<file path="src/rtl/serial_adder_sipo_if.sv">
// serial_adder_sipo_if
//   Bundles the serial operand stream and the parallel result of the
//   bit-serial adder.
//   master : drives start, cin, bit_valid, a_bit, b_bit; observes results.
//   slave  : the adder; receives the stream, drives sum, cout, sum_valid,
//            busy (and ovf when OVF_DETECT_EN is defined).
//   Optional macro: OVF_DETECT_EN adds the signed-overflow flag ovf.
interface serial_adder_sipo_if #(
  parameter int WIDTH = 4
);
  logic             start;
  logic             cin;
  logic             bit_valid;
  logic             a_bit;
  logic             b_bit;
  logic [WIDTH-1:0] sum;
  logic             cout;
  logic             sum_valid;
  logic             busy;
`ifdef OVF_DETECT_EN
  logic             ovf;

  modport master (
    output start, cin, bit_valid, a_bit, b_bit,
    input  sum, cout, sum_valid, busy, ovf
  );
  modport slave (
    input  start, cin, bit_valid, a_bit, b_bit,
    output sum, cout, sum_valid, busy, ovf
  );
`else
  modport master (
    output start, cin, bit_valid, a_bit, b_bit,
    input  sum, cout, sum_valid, busy
  );
  modport slave (
    input  start, cin, bit_valid, a_bit, b_bit,
    output sum, cout, sum_valid, busy
  );
`endif
endinterface

</file>
<file path="src/rtl/serial_adder_sipo.sv">
// serial_adder_sipo
//   Bit-serial adder with a serial-in/parallel-out result register. Takes
//   one LSB-first bit of A and B per valid cycle, keeps the running carry in
//   a flop, and after WIDTH bits publishes {cout, sum} = A + B + cin with a
//   one-cycle sum_valid pulse. sum/cout hold until the next completed word.
//   Ports:
//     clk    : rising-edge clock
//     reset  : synchronous, active-high reset
//     bus    : serial_adder_sipo_if.slave
//              in : start, cin, bit_valid, a_bit, b_bit
//              out: sum[WIDTH-1:0], cout, sum_valid, busy, ovf (optional)
//   Optional macro: OVF_DETECT_EN adds ovf = carry-into-MSB ^ carry-out,
//   registered alongside sum/cout.
//   WIDTH must be >= 2 and match the interface instance's WIDTH.
module serial_adder_sipo #(
  parameter int WIDTH = 4
) (
  input logic              clk,
  input logic              reset,
  serial_adder_sipo_if.slave bus
);

  localparam int CNT_W = $clog2(WIDTH);
  localparam logic [CNT_W-1:0] LAST_CNT = CNT_W'(WIDTH - 1);

  typedef enum logic {IDLE, RUN} state_t;

  state_t           state_q, state_d;
  logic             carry_q, carry_d;
  logic [CNT_W-1:0] cnt_q, cnt_d;
  logic [WIDTH-1:0] shreg_q, shreg_d;
  logic [WIDTH-1:0] sum_q, sum_d;
  logic             cout_q, cout_d;
  logic             sum_valid_q, sum_valid_d;
`ifdef OVF_DETECT_EN
  logic             ovf_q, ovf_d;
`endif

  logic             s_bit;
  logic             carry_nxt;
  logic [WIDTH-1:0] shifted;

  // Full-adder slice for the current bit; the sum bit enters at the MSB so
  // that after WIDTH shifts the first (LSB) bit lands in bit 0.
  assign s_bit     = bus.a_bit ^ bus.b_bit ^ carry_q;
  assign carry_nxt = (bus.a_bit & bus.b_bit) | (carry_q & (bus.a_bit ^ bus.b_bit));
  assign shifted   = {s_bit, shreg_q[WIDTH-1:1]};

  always_ff @(posedge clk) begin
    if (reset) begin
      state_q     <= IDLE;
      carry_q     <= 1'b0;
      cnt_q       <= '0;
      shreg_q     <= '0;
      sum_q       <= '0;
      cout_q      <= 1'b0;
      sum_valid_q <= 1'b0;
`ifdef OVF_DETECT_EN
      ovf_q       <= 1'b0;
`endif
    end else begin
      state_q     <= state_d;
      carry_q     <= carry_d;
      cnt_q       <= cnt_d;
      shreg_q     <= shreg_d;
      sum_q       <= sum_d;
      cout_q      <= cout_d;
      sum_valid_q <= sum_valid_d;
`ifdef OVF_DETECT_EN
      ovf_q       <= ovf_d;
`endif
    end
  end

  always_comb begin
    state_d     = state_q;
    carry_d     = carry_q;
    cnt_d       = cnt_q;
    shreg_d     = shreg_q;
    sum_d       = sum_q;
    cout_d      = cout_q;
    sum_valid_d = 1'b0;
`ifdef OVF_DETECT_EN
    ovf_d       = ovf_q;
`endif

    // start has priority over any bit in the same cycle, in either state;
    // a start during RUN abandons the word without a result.
    if (bus.start) begin
      state_d = RUN;
      carry_d = bus.cin;
      cnt_d   = '0;
      shreg_d = '0;
    end else if (state_q == RUN && bus.bit_valid) begin
      carry_d = carry_nxt;
      shreg_d = shifted;
      cnt_d   = cnt_q + 1'b1;
      if (cnt_q == LAST_CNT) begin
        state_d     = IDLE;
        cnt_d       = '0;
        sum_d       = shifted;
        cout_d      = carry_nxt;
        sum_valid_d = 1'b1;
`ifdef OVF_DETECT_EN
        // carry_q is the carry into the MSB while the last bit is processed.
        ovf_d       = carry_q ^ carry_nxt;
`endif
      end
    end
  end

  assign bus.sum       = sum_q;
  assign bus.cout      = cout_q;
  assign bus.sum_valid = sum_valid_q;
  assign bus.busy      = (state_q == RUN);
`ifdef OVF_DETECT_EN
  assign bus.ovf       = ovf_q;
`endif

endmodule

</file>
<file path="src/flat_wrapper.sv">
// flat-port wrapper written by rule: the top's interface ports become plain ports
module serial_adder_sipo_flat 
#(
  parameter int WIDTH = 4
)
  (clk, reset, bus_start, bus_cin, bus_bit_valid, bus_a_bit, bus_b_bit, bus_sum, bus_cout, bus_sum_valid, bus_busy);
  serial_adder_sipo_if #(.WIDTH(WIDTH)) bus_i ();
  input logic clk;
  input logic reset;
  input wire logic [$bits(bus_i.start)-1:0] bus_start;
  input wire logic [$bits(bus_i.cin)-1:0] bus_cin;
  input wire logic [$bits(bus_i.bit_valid)-1:0] bus_bit_valid;
  input wire logic [$bits(bus_i.a_bit)-1:0] bus_a_bit;
  input wire logic [$bits(bus_i.b_bit)-1:0] bus_b_bit;
  output wire logic [$bits(bus_i.sum)-1:0] bus_sum;
  output wire logic [$bits(bus_i.cout)-1:0] bus_cout;
  output wire logic [$bits(bus_i.sum_valid)-1:0] bus_sum_valid;
  output wire logic [$bits(bus_i.busy)-1:0] bus_busy;
  assign bus_i.start = bus_start;
  assign bus_i.cin = bus_cin;
  assign bus_i.bit_valid = bus_bit_valid;
  assign bus_i.a_bit = bus_a_bit;
  assign bus_i.b_bit = bus_b_bit;
  assign bus_sum = bus_i.sum;
  assign bus_cout = bus_i.cout;
  assign bus_sum_valid = bus_i.sum_valid;
  assign bus_busy = bus_i.busy;
  serial_adder_sipo #(.WIDTH(WIDTH)) u_core (.clk(clk), .reset(reset), .bus(bus_i));
endmodule
</file>
<file path="config.mk">
export PLATFORM = sky130hd
export DESIGN_NAME = serial_adder_sipo_flat
export DESIGN_NICKNAME = d
export VERILOG_FILES = /design/src/rtl/serial_adder_sipo_if.sv /design/src/rtl/serial_adder_sipo.sv /design/src/flat_wrapper.sv
export SDC_FILE = /design/constraint.sdc
export NUM_CORES = 1
export LEC_CHECK = 0
export BUFFER_PORTS_ARGS = -buffer_cell sky130_fd_sc_hd__buf_4
export CORE_UTILIZATION = 30
export CTS_CLUSTER_DIAMETER = 50
export CTS_CLUSTER_SIZE = 10
export DETAILED_ROUTE_END_ITERATION = 8
export SETUP_SLACK_MARGIN = 0.4
export SYNTH_ARGS = -nofsm -noshare
export SYNTH_HDL_FRONTEND = slang
export SYNTH_SLANG_ARGS = --single-unit
</file>
<file path="constraint.sdc">
create_clock -name clk -period 2 [get_ports clk]
set_clock_uncertainty 0.15 [all_clocks]
set_input_delay 0.2 -clock clk [delete_from_list [all_inputs] [get_ports clk]]
set_output_delay 0.2 -clock clk [all_outputs]
set_load 0.05 [all_outputs]
</file>
# After elaboration in Yosys (flattened, before gate mapping)
# Cells that the tools add are included.
# word_totals
register_bits	14
input_bits	7
# op_classes
addsub	1
n_eq_ne	1
mux	7
bitwise_logic	7
reduce_logical	7
# op_table
operator	count
two-way mux 1 bit	6
nonzero test 2 bit	2
AND reduction 3 bit	1
OR reduction 3 bit	1
adder 2 x 1 -> 2 bit, second input constant	1
bitwise AND 1 bit	2
== test 2 bit, second input constant	1
two-way mux 2 bit	1
inverter 1 bit	2
AND reduction 2 bit	1
OR reduction 2 bit	1
XOR 1 bit	2
logical AND 1 bit	1
bitwise OR 1 bit	1

# Depth between registers and ports, before layout
# logic_depth
ltp_word	5
mapped_depth	4

# Worst setup path before layout
# Ideal clock, no wire load.
# synth_timing
path_kind	register to register
from	register u_core.state_q (netlist: u_core.bus.busy)
to	register u_core.cout_q (netlist: u_core.bus.cout)
arrival_time_ns	1.224
required_time_ns	1.778
path_slack_ns	0.555
stages_incl_launch_ff	4
path_cell_list	dfxtp_1 > and4b_1 > buf_6 > mux2i_1
# synth_via
elab_chain_cells	2
# synth_lines
element	line	source
from (decl)	serial_adder_sipo.sv:28	state_t state_q, state_d;
from (signal assigned)	serial_adder_sipo.sv:62	state_q <= state_d;
logical AND 1 bit	serial_adder_sipo.sv:94	end else if (state_q == RUN && bus.bit_valid) begin
AND reduction 3 bit (no line)	--	
to (signal assigned)	serial_adder_sipo.sv:67	cout_q <= cout_d;
to (decl)	serial_adder_sipo.sv:33	logic cout_q, cout_d;
# No other way between the ends.
# A chain may end at the register's enable or synchronous reset.

# Final worst setup path
# layout_timing
from	input bus_start
to	register u_core.sum_q[1] (netlist: u_core.bus.sum[1])
# layout_via
elab_chain_cells	2
# layout_lines
element	line	source
from (decl)	flat_wrapper.sv:10	input wire logic [$bits(bus_i.start)-1:0] bus_start;
inverter 1 bit (no line)	--	
AND reduction 3 bit (no line)	--	
to (signal assigned)	serial_adder_sipo.sv:66	sum_q <= sum_d;
to (decl)	serial_adder_sipo.sv:32	logic [WIDTH-1:0] sum_q, sum_d;
# No other way between the ends.

==> impl_metrics.tcl <==
set metrics [dict create \
    p_leak_nw 0.2970 \
    dr.pass1.iters 4 \
    slowest_delay_ns 0.53 \
    synthCells 61 \
    grt_pass1_vias 427 \
    synth-async-reset-ratio_pct 0 \
    crit_cells 4 \
    crit_arrival_ns 1.56 \
    synth_top_area_cell "dfxtp_1" \
    seq_power_share_pct 56.7 \
    min_period_ns 1.512 \
    cts.sinks 13 \
    antenna_found_initial 0 \
    tritoncts "yes" \
    max_cap_viol_count 0 \
    gp_congestion 0.6433 \
    worstHoldPathType "primary input to register" \
    setup_viol 0 \
    ys_seq_area_share_pct 40.39 \
    whs_path_depth 2 \
    post_cts_buffers 0 \
    p_int_w 0.0003658 \
    cp_top_family "buffers and inverters" \
    dieArea_um2 2337 \
    yosys-top-cells-area "dfxtp_1, or2b_2, a21bo_2" \
    path_clk_slew_ns 0.07 \
    critPathRequiredTime_ns 2.04 \
    multiInputGateArea_um2 347.8 \
    core_um2 1982 \
    fmax_mhz 661.4 \
    place_area_um2 747.0 \
    netlist_area_um2 644.4 \
    worstMarginPinSlew_ns 0.3143 \
    drive_gt1_share_pct 40.54 \
    critPathMaxFanout 6 \
    yosysTopAreaCellShare_pct 40.39 \
    dieHeight_um 48.35 \
    grt_max_degree 17 \
    yosys.cell_count.top_type "dfxtp_1" \
    final_nets 84 \
    reg2reg_depth 3 \
    clock_path_buffers 2 \
    diodes 0 \
    synth-edff-count 0 \
    syn_area_per_cell_um2 10.56 \
    dp_worst_setup_slack_ns 0.4884 \
    synth_cell_types 24 \
    path_class "primary input to register" \
    yosys_warnings 0 \
    syn_to_final_growth_pct 21.75 \
    die_w_um 48.35 \
    power_switching_w 0.0001111 \
    outcome "completed" \
    slew-limit-headroom_pct 79.03 \
    layout_setup_ws_ns 0.4881 \
    htreeDepth 1 \
    synth_nets 70 \
    crit_slowest_cell "dlygate4sd3_1" \
    viasPerCell 4.465 \
    vias 451 \
    num_io_pins 14 \
    crit_chain "dlygate4sd3_1 > buf_4 > and4b_1 > mux2i_1" \
    initial_core_util_pct 32.51 \
    fin_crit_sh_pct 75.60 \
    postLayoutCellArea_um2 784.5 \
    final_hold_viol_count 0 \
    timing.rr.end "u_core.bus.sum[1]$_SDFFE_PP0P_" \
    min-delay-start "reset" \
    ant_nets 0 \
    peakVddDrop_uv 380.4 \
    drtIter0Drc 4 \
    finalWirelength_mm 1.027 \
    p_comb_share_pct 10.6 \
    power_density_nw_per_um2 607.9 \
    root_buffer "clkbuf_4" \
    swShare_pct 23.29 \
    reg2reg_from "u_core.cnt_q[0]$_SDFFE_PP0P_" \
    regArea_um2 261.5 \
    wl_per_cell_um 10.17 \
    fillers 196 \
    grt-ovfl-total 0 \
    worst-path-buf-inv 2 \
    grt_pass1_wl_mm 1.821 \
    yosys-top-cells-count "dfxtp_1, or2b_2, a21bo_2, a21oi_1, mux2i_1" \
    rsz0062_at_grt "false" \
    remaining_drc_errors 0 \
    finalSetupTns_ns 0 \
    port_buffers 13 \
    min_to "u_core.carry_q$_SDFFE_PP0P_" \
    grt_usage_pct 9.827 \
    slew_viol_final 0 \
    ys_seq_elements 13 \
    reg2reg_slack_ns 0.57 \
    worst_setup_path_end_kind "register" \
    cp-start-kind "primary input" \
    power.share.clock_pct 32.7 \
    synth_flop_cell "dfxtp_1" \
    numCtsBuffers 3 \
    insertion_delay_ns 0.27 \
    num_rows 16 \
    fin_util_pct 39.58 \
]
layout make-up:
class / count / area share, %
Inverter: 2 / 0.9569
Tap cell: 27 / 4.306
Clock buffer: 4 / 3.349
Sequential cell: 13 / 33.33
Multi-Input combinational cell: 41 / 44.34
Timing Repair Buffer: 14 / 13.72
cells in the final DEF, fill, tap and decap left out, drive strengths merged:
master / Yosys / final
inv: 2 / 2
a21bo: 5 / 5
a211oi: 1 / 1
nand3: 4 / 4
dlygate4sd3: 0 / 1
nand2: 1 / 1
or2: 1 / 1
fa: 1 / 1
or2b: 9 / 9
and4bb: 1 / 1
mux2i: 5 / 5
a21oi: 5 / 5
a21boi: 1 / 1
ha: 1 / 1
a2111oi: 1 / 1
buf: 3 / 13
nor3: 1 / 1
o21ba: 1 / 1
dfxtp: 13 / 13
and4b: 1 / 1
nand2b: 1 / 1
clkbuf: 2 / 4
nand4bb: 1 / 1
power groups by stage:
| stage | Combinational (W) | Sequential, W | Clock [W] |
|---|---|---|---|
| 2_1_floorplan | 0.0000295 | 0.000277 | 0 |
| 3_3_place_gp | 0.0000491 | 0.000276 | 0 |
| 3_5_place_dp | 0.0000495 | 0.000276 | 0 |
| 4_1_cts | 0.0000509 | 0.000270 | 0.000165 |
| 5_1_grt | 0.0000552 | 0.000272 | 0.000177 |
| 6_report | 0.0000504 | 0.000271 | 0.000156 |
metal layers:
metal | routed length, um | part of all wire (%) | vias to the layer above | global-route usage [%]
met2 | 493 | 48 | 10 | 15.73
met1 | 500 | 49 | 203 | 12.21
li1 | - | - | 238 | -
met5 | 0 | 0 | - | 0
met4 | 0 | 0 | 0 | 2.941
met3 | 33 | 3.2 | 0 | 3.774
state kept, by name, summed over array words and instances (netlist names):
name                  count
u_core.bus.busy           1
u_core.bus.sum            4
u_core.carry_q            1
u_core.bus.cout           1
u_core.shreg_q            3
u_core.cnt_q              2
u_core.bus.sum_valid      1
kinds of logic after synthesis:
family                   synth area share, %
AO/OA/AOI/OAI                          17.86
adder cells (fa/ha/maj)                5.048
buffers and inverters                  5.632
flip-flops                             40.39
multiplexers                           7.767
AND/OR/NAND/NOR                        23.30
per-stage QoR:
step | power (W) | cells | hold WS (ns)
6_report | 0.0004769 | 101 | 0.03319
5_1_grt | 0.0005041 | 101 | 0.03211
4_1_cts | 0.0004859 | 101 | 0.02466
3_5_place_dp | 0.0003258 | 96 | 0.2845
3_3_place_gp | 0.0003251 | 96 | 0.2785
2_1_floorplan | 0.0003066 | 61 | 0.1414
worst max-delay path by stage:
stage                                 startpoint                        endpoint  slack (ns)
floorplan           u_core.bus.busy$_SDFFE_PP0P_    u_core.bus.cout$_SDFFE_PP0P_        0.55
global placement    u_core.bus.busy$_SDFFE_PP0P_  u_core.bus.sum[1]$_SDFFE_PP0P_        0.55
detailed placement  u_core.bus.busy$_SDFFE_PP0P_  u_core.bus.sum[1]$_SDFFE_PP0P_        0.49
CTS                 u_core.bus.busy$_SDFFE_PP0P_  u_core.bus.sum[1]$_SDFFE_PP0P_        0.46
global route                           bus_start  u_core.bus.sum[1]$_SDFFE_PP0P_        0.44
finish                                 bus_start  u_core.bus.sum[1]$_SDFFE_PP0P_        0.49
worst reg2reg max path, delay by kind of cell, from the launching register on:
family,cells,cell delay [ns]
and+or+nand+nor,1,0.40
muxes,1,0.23
adders and majority gates,1,0.21
DFF,1,0.35
repair_timing:
item,CTS,global route
endpoints found under the setup margin,0,4
gates resized for setup,0,1
hold buffers,1,0
hold endpoints to repair,1,0
No activity file was read; power rests on OpenSTA's default activity.
